<file path="config.mk">
export PLATFORM = sky130hd
export DESIGN_NAME = redundancy_expander
export DESIGN_NICKNAME = d
export VERILOG_FILES = /design/src/rtl/redundancy_expander.sv
export SDC_FILE = /design/constraint.sdc
export NUM_CORES = 2
export LEC_CHECK = 0
export ABC_CLOCK_PERIOD_IN_PS = 13100
export BUFFER_PORTS_ARGS = -buffer_cell sky130_fd_sc_hd__buf_4
export CAP_MARGIN = 20
export CORE_ASPECT_RATIO = 0.8
export CORE_MARGIN = 2
export CORE_UTILIZATION = 30
export DETAILED_ROUTE_END_ITERATION = 6
export MAX_ROUTING_LAYER = met4
export PLACE_DENSITY = 0.43
export SLEW_MARGIN = 5
export SYNTH_ARGS = -nofsm -noshare
export SYNTH_HDL_FRONTEND = slang
export SYNTH_SLANG_ARGS = --single-unit
export TNS_END_PERCENT = 30
</file>
<file path="constraint.sdc">
create_clock -name clk -period 13.1 [get_ports clk]
set_clock_uncertainty 0.15 [all_clocks]
set_input_delay 0 -clock clk [delete_from_list [all_inputs] [get_ports clk]]
set_output_delay 0 -clock clk [all_outputs]
set_load 0.02 [all_outputs]
</file>
<file path="src/rtl/redundancy_expander.sv">
// redundancy_expander
//   Rebuilds full lifm columns from compressed columns plus per-row
//   mapping-table distances. A non-zero distance d pulls the word of the
//   same row from the column reconstructed d columns earlier in the frame.
//   One column per cycle, single output register stage.
//
// Ports
//   clk, reset              clock, synchronous active-high reset
//   in_valid / in_ready     compressed column handshake
//   in_first                column starts a new lowered-ifm frame
//   lifm_comp               compressed column, row r at [r*WORD_WIDTH +: WORD_WIDTH]
//   mt_comp                 per-row distance, row r at [r*DIST_WIDTH +: DIST_WIDTH]
//   out_valid / out_ready   reconstructed column handshake
//   lifm_line               reconstructed column, same row packing
//   out_col                 column index within frame (mod MAX_C_SIZE)
//   err / err_clr           sticky bad-reference flag and its clear
module redundancy_expander #(
  parameter int WORD_WIDTH = 8,
  parameter int DIST_WIDTH = 7,
  parameter int MAX_R_SIZE = 4,
  parameter int MAX_C_SIZE = 128
) (
  input  logic                             clk,
  input  logic                             reset,
  input  logic                             in_valid,
  output logic                             in_ready,
  input  logic                             in_first,
  input  logic [MAX_R_SIZE*WORD_WIDTH-1:0] lifm_comp,
  input  logic [MAX_R_SIZE*DIST_WIDTH-1:0] mt_comp,
  output logic                             out_valid,
  input  logic                             out_ready,
  output logic [MAX_R_SIZE*WORD_WIDTH-1:0] lifm_line,
  output logic [DIST_WIDTH-1:0]            out_col,
  output logic                             err,
  input  logic                             err_clr
);

  localparam int LINE_W = MAX_R_SIZE * WORD_WIDTH;
  localparam logic [DIST_WIDTH-1:0] FILL_MAX = DIST_WIDTH'(MAX_C_SIZE - 1);

  // History of reconstructed columns; not reset, reachability is gated by filled.
  logic [WORD_WIDTH-1:0] hist [MAX_C_SIZE][MAX_R_SIZE];

  logic [DIST_WIDTH-1:0] col_cnt;
  logic [DIST_WIDTH-1:0] filled;
  logic [DIST_WIDTH-1:0] cur_col;
  logic [DIST_WIDTH-1:0] cur_fill;
  logic                  accept;
  logic [LINE_W-1:0]     recon;
  logic [MAX_R_SIZE-1:0] row_err;

  // History depth is a power of two, so modular slot arithmetic is just
  // DIST_WIDTH-bit wrap-around subtraction.
  function automatic logic [DIST_WIDTH-1:0] slot(input logic [DIST_WIDTH-1:0] c,
                                                input logic [DIST_WIDTH-1:0] d);
    return c - d;
  endfunction

  always_comb begin
    in_ready = !reset && (!out_valid || out_ready);
    accept   = in_valid && in_ready;
    // in_first restarts the frame in the same beat.
    cur_col  = in_first ? '0 : col_cnt;
    cur_fill = in_first ? '0 : filled;
  end

  always_comb begin
    recon   = '0;
    row_err = '0;
    for (int r = 0; r < MAX_R_SIZE; r++) begin
      if (mt_comp[r*DIST_WIDTH +: DIST_WIDTH] == '0) begin
        recon[r*WORD_WIDTH +: WORD_WIDTH] = lifm_comp[r*WORD_WIDTH +: WORD_WIDTH];
      end else if (mt_comp[r*DIST_WIDTH +: DIST_WIDTH] <= cur_fill) begin
        recon[r*WORD_WIDTH +: WORD_WIDTH] =
          hist[slot(cur_col, mt_comp[r*DIST_WIDTH +: DIST_WIDTH])][r];
      end else begin
        // Reference before frame start: emit zero and flag it.
        row_err[r] = 1'b1;
      end
    end
  end

  // d >= 1 guarantees the read slot differs from the write slot, so the
  // combinational read always sees data from earlier beats only.
  always_ff @(posedge clk) begin
    if (accept) begin
      for (int r = 0; r < MAX_R_SIZE; r++) begin
        hist[cur_col][r] <= recon[r*WORD_WIDTH +: WORD_WIDTH];
      end
    end
  end

  always_ff @(posedge clk) begin
    if (reset) begin
      col_cnt   <= '0;
      filled    <= '0;
      out_valid <= 1'b0;
      lifm_line <= '0;
      out_col   <= '0;
      err       <= 1'b0;
    end else begin
      if (accept) begin
        col_cnt   <= cur_col + DIST_WIDTH'(1);
        filled    <= (cur_fill == FILL_MAX) ? cur_fill : cur_fill + DIST_WIDTH'(1);
        out_valid <= 1'b1;
        lifm_line <= recon;
        out_col   <= cur_col;
      end else if (out_ready) begin
        out_valid <= 1'b0;
      end
      // A fresh error outranks a simultaneous clear.
      if (accept && |row_err) begin
        err <= 1'b1;
      end else if (err_clr) begin
        err <= 1'b0;
      end
    end
  end

endmodule

</file>
=== Yosys cells after proc, flatten, opt, wreduce, memory -nomap -nowiden ===
Memory sizes are Yosys's and may differ from the RTL's.
Index checks and enable logic that the tools add are counted.

* Memories kept: 1
* Flip-flop bits (word level): 55
* Input port bits: 66
* Output and inout port bits: 42
* Logic and storage cells: 56
* Bits in latches: 0
* Bits in read-only memories: 0
* RAM bits: 4096

{| class="wikitable"
|+ Memory list
! memory !! depth !! width !! rd ports !! clocked after Yosys merged registers in !! write ports !! line !! source
|-
| hist || 128 || 32 || 4 || 0 || 1 || 42 || <nowiki>logic [WORD_WIDTH-1:0] hist [MAX_C_SIZE][MAX_R_SIZE];</nowiki>
|}

* Reductions and logical operators: 13
* Bitwise gates (word level): 0
* $lt $le $gt $ge: 4
* Shifts and indexed selects: 0
* Equality and inequality tests: 1
* Divide/modulo/power cells: 0
* Multiplexer cells: 25
* $mul: 0
* $add $sub $neg: 6

{| class="wikitable"
|+ Operator list
! operator !! number
|-
| 8-bit 2-to-1 mux || 8
|-
| 7-bit <= comparator || 4
|-
| 7-bit logical NOT || 4
|-
| 7-bit subtractor || 4
|-
| 7-bit 2-to-1 mux || 3
|-
| 7-bit by 1-bit adder with 7-bit output (second input constant) || 2
|-
| 1-bit 2-to-1 mux || 14
|-
| 7-bit equality test (second input constant) || 1
|-
| 2-bit nonzero test || 2
|-
| 4-bit OR reduction || 1
|-
| 1-bit logical AND || 3
|-
| 1-bit logical NOT || 2
|-
| 1-bit logical OR || 1
|}

=== Logic depth before layout (Yosys ltp) ===
* Depth in word-level cells: 7
* Gate-level depth with buffers: 17
* Depth with buffers taken out: 13

=== Least setup slack after synthesis ===
Ideal clock, no wire load.

* Path type: register -> register
* From: register col_cnt[4]
* To: memory hist[0][7] (netlist name) (data pin)
* Arrival time: 9.973 ns
* Path slack: 1.389 ns
* Library setup time: 1.588 ns
* Stages on the path, launching flop included: 14
* Data required time: 11.362 ns
* Period minus slack after synthesis: 11.711 ns
* Cell sequence: dfxtp_1 -> clkbuf_1 -> nor2b_1 -> ha_1 -> clkbuf_1 -> a21o_1 -> o21ai_0 -> o211ai_1 -> mux2i_1 -> clkbuf_1 -> nand2_1 -> o22ai_1 -> nor4_1 -> o41ai_1

* Cells in the longest elaborated chain, start to end: 5

{| class="wikitable"
|+ Ends and longest elaborated chain
! item !! line !! source
|-
| from (decl) || 44 || <nowiki>logic [DIST_WIDTH-1:0] col_cnt;</nowiki>
|-
| from (signal assigned) || 103 || <nowiki>col_cnt <= cur_col + DIST_WIDTH'(1);</nowiki>
|-
| 7-bit 2-to-1 mux || 63 || <nowiki>cur_col = in_first ? '0 : col_cnt;</nowiki>
|-
| via cur_col[4] || 46 || <nowiki>logic [DIST_WIDTH-1:0] cur_col;</nowiki>
|-
| 7-bit subtractor || 56 || <nowiki>return c - d;</nowiki>
|-
| memory 128 x 32 bit || -- ||
|-
| 8-bit 2-to-1 mux || 73 || <nowiki>end else if (mt_comp[r*DIST_WIDTH +: DIST_WIDTH] <= cur_fill) begin</nowiki>
|-
| 8-bit 2-to-1 mux || 71 || <nowiki>if (mt_comp[r*DIST_WIDTH +: DIST_WIDTH] == '0) begin</nowiki>
|-
| via recon[31] || 49 || <nowiki>logic [LINE_W-1:0] recon;</nowiki>
|-
| to (decl) || 42 ||
|}

The timed path passes the listed nets, and every way through them passes these cells.

=== Final worst setup path ===
* From: register col_cnt[1]
* To: memory hist[45][28] (netlist name) (data pin)

* Cells in the longest elaborated chain, start to end: 5

{| class="wikitable"
|+ Ends and longest elaborated chain
! item !! line
|-
| 7-bit 2-to-1 mux || 63
|-
| 7-bit subtractor || 56
|-
| memory 128 x 32 bit || --
|-
| 8-bit 2-to-1 mux || 73
|-
| 8-bit 2-to-1 mux || 71
|-
| via recon[4] || 49
|}

The timed path passes the listed nets, and every way through them passes these cells.

==> flow_summary.json <==
{
  "status": "finished clean",
  "ys_warn_count": 0,
  "area_growth_pct": 16.42,
  "synth_area_leaders": "edfxtp_1 (76%), mux4_2 (14%), mux2i_1 (1.0%), nand2_1 (0.86%), dfxtp_1 (0.68%)",
  "fp.dieH_um": 660.6,
  "grt_pass1_vias": 84090,
  "avgRoutedWirePerCell_um": 34.98,
  "grt_pass1_wl_um": 738700,
  "die_w_um": 824.7,
  "fillerInstances": 49820,
  "r2r_setup_slack_ns": 6.00,
  "start_kind": "register",
  "ios": 108,
  "whs_endpoint": "lifm_line[8]",
  "rsz0062_at_grt": "false",
  "critPathMaxFanout": 91,
  "synthesis.nets": 7715,
  "seq_area_mm2": 0.1241,
  "drcViolationCount": 0,
  "start_util_pct": 30.07,
  "hpwl_um": 316000,
  "track_usage_pct": 20.19,
  "cts_setup_buffers": 0,
  "finalCriticalPeriod_ns": 7.097,
  "synth_top_area_cell": "edfxtp_1",
  "antenna_found_initial": 46,
  "max_slew_margin_pct": 18.15,
  "required_ns": 13.61,
  "synth_seq_cells": 4151,
  "cts_hold_buffers": 111,
  "finalCritPeriodShare_pct": 54.18,
  "multi_input_area_mm2": 0.03703,
  "synth.top_cell.area_share_pct": 76.09,
  "vias": 84160,
  "final_common_cell": "edfxtp_1",
  "fin_util_pct": 35.01,
  "async_reset_ff_share_pct": 0,
  "worstPathArrival_ns": 7.61,
  "critPathCaptureType": "register",
  "drive_above_1_share_pct": 27.03,
  "cp_slowest_cell": "ha_4",
  "crit_buf_inv": 6,
  "max_cap_viol_count": 0,
  "timing.setup.tns_ns": 0,
  "viasPerCell": 5.380,
  "die_area_mm2": 0.5448,
  "hold_path_class": "primary input to register",
  "r2r_start": "col_cnt[1]",
  "cts_buffer_depth": 4,
  "setup_viol": 0,
  "port_buffers": 107,
  "syn_area_mm2": 0.1617,
  "cts_max_level": 5,
  "ir_worst_vdd_uv": 97.68,
  "grt_max_degree": 129,
  "max_stage_delay_ns": 0.84,
  "cts_buffers": 412,
  "leakagePower_nw": 59.01,
  "mostFrequentLayoutCells": "edfxtp_1 (4,096), mux4_2 (1,037), clkbuf_16 (420)",
  "slew_violations": 0,
  "postSynthCellCount": 7596,
  "worst_pin_slew_ns": 1.218,
  "power_density_mw_per_mm2": 156.1,
  "totalWireLength_um": 547100,
  "hold_depth": 6,
  "synth.distinct_cells": 78,
  "final_nets": 8256,
  "rows": 241,
  "synth_edf_count": 4096,
  "clk_latency_ns": 1.04,
  "yosysSeqAreaShare_pct": 76.77,
  "r2r_end": "hist[45][28]",
  "ant_nets": 0,
  "rr_worst_depth": 16,
  "ys.flop_type": "edfxtp_1",
  "syn_area_per_cell_um2": 21.28,
  "path_common_cell": "buf_4",
  "critPathTopFamily": "buffers and inverters",
  "crit_chain": "nor2b_1 -> buf_4 -> xnor2_1 -> ha_4 -> buf_12 -> buf_4 -> mux4_2 -> o21ai_0 -> a21oi_1 -> o21ai_0 -> o2111ai_1 -> buf_4 -> nand3_1 -> o211ai_1 -> buf_4 -> buf_4",
  "path_class": "register to register",
  "core-area_mm2": 0.5376,
  "gp_congestion": 0.8042,
  "grt.overflow.total": 0,
  "cts_resized": 0,
  "fmax_ghz": 0.1409,
  "clkTransAtPathRegs_ns": 0.06,
  "cts_tree": "yes",
  "root_buffer": "clkbuf_16",
  "drt_pass1_iterations": 6,
  "cts.sinks": 4151,
  "critPathLaunch": "col_cnt[1]",
  "crit_cells": 16,
  "drt_iter0_drc": 10690,
  "hold_start": "mt_comp[10]",
  "hold_violations": 0
}
-- cell families after synthesis --
logic type               Yosys count  share of synthesized area (%)
adder cells (fa/ha/maj)           55                         0.4234
multiplexers                    1247                          15.78
flip-flops                      4151                          76.77
XOR/XNOR                          37                         0.2121
AO/OA/AOI/OAI                    684                          2.801
AND/OR/NAND/NOR                  966                          2.803
buffers and inverters            456                          1.207
-- cells in the mapped netlist (all sizes together), types with 43 or more instances --
cell type and instances:
a21oi 186, a22o 78, and3 53, buf 176
clkbuf 237, dfxtp 55, edfxtp 4096, ha 53
inv 43, mux2 48, mux2i 162, mux4 1037
nand2 369, nand3 165, nor2 181, nor3 51
o21ai 114, o22ai 90
-- where the power goes --
group	switching [mW]	leakage, nW	internal, mW
Combinational	1.71	14.6	0.928
Sequential	0.0232	38.1	14.9
Clock	5.21	6.36	6.56
-- stage by stage --
step	area (um2)	std cells	setup WS, ns	hold slack [ns]	power (mW)
after detailed placement	173800	14770	5.979	0.08922	17.89
after floorplan	161700	7596	1.389	-0.07724	16.92
after global placement	173400	14750	6.139	0.08822	17.84
final	188200	15640	6.003	0.08667	29.38
after CTS	187900	15620	5.980	0.006871	29.66
after global routing	188200	15640	5.718	0.04778	30.29
-- tightest hold or removal path, stage by stage --
cell and delay (ns):
buf_4 0.11, nor4_4 0.04, buf_4 0.23, a22oi_1 0.38, o211a_1 0.27, a31oi_1 0.11
-- registers in the layout, summed over array words and instances, names as in the netlist --
name       count
hist        4096
filled         7
out_valid      1
err            1
out_col        7
col_cnt        7
lifm_line     32
-- routing by layer --
metal | track usage (%) | routed length, um
met5 | - | 0
met1 | 29.04 | 247200
met3 | 2.631 | 35030
met2 | 30.72 | 250800
met4 | 4.591 | 14120
-- worst max path at each step --
stage                    to  slack (ns)
4_1_cts         hist[47][5]        5.98
5_1_grt        hist[48][28]        5.72
3_3_place_gp    hist[57][5]        6.14
2_1_floorplan    hist[0][7]        1.39
6_report       hist[45][28]        6.00
3_5_place_dp    hist[57][5]        5.98
-- cell type report --
class                      instances  area share, %
timing repair buffer             540          2.588
clock inverter                   233          1.128
antenna                            8        0.01064
inverter                          43        0.08709
sequential                      4151          65.94
clock buffer                     511          5.808
multi-input combinational       2989          19.67
tap                             7168          4.765
No activity file was read; power rests on OpenSTA's default activity.
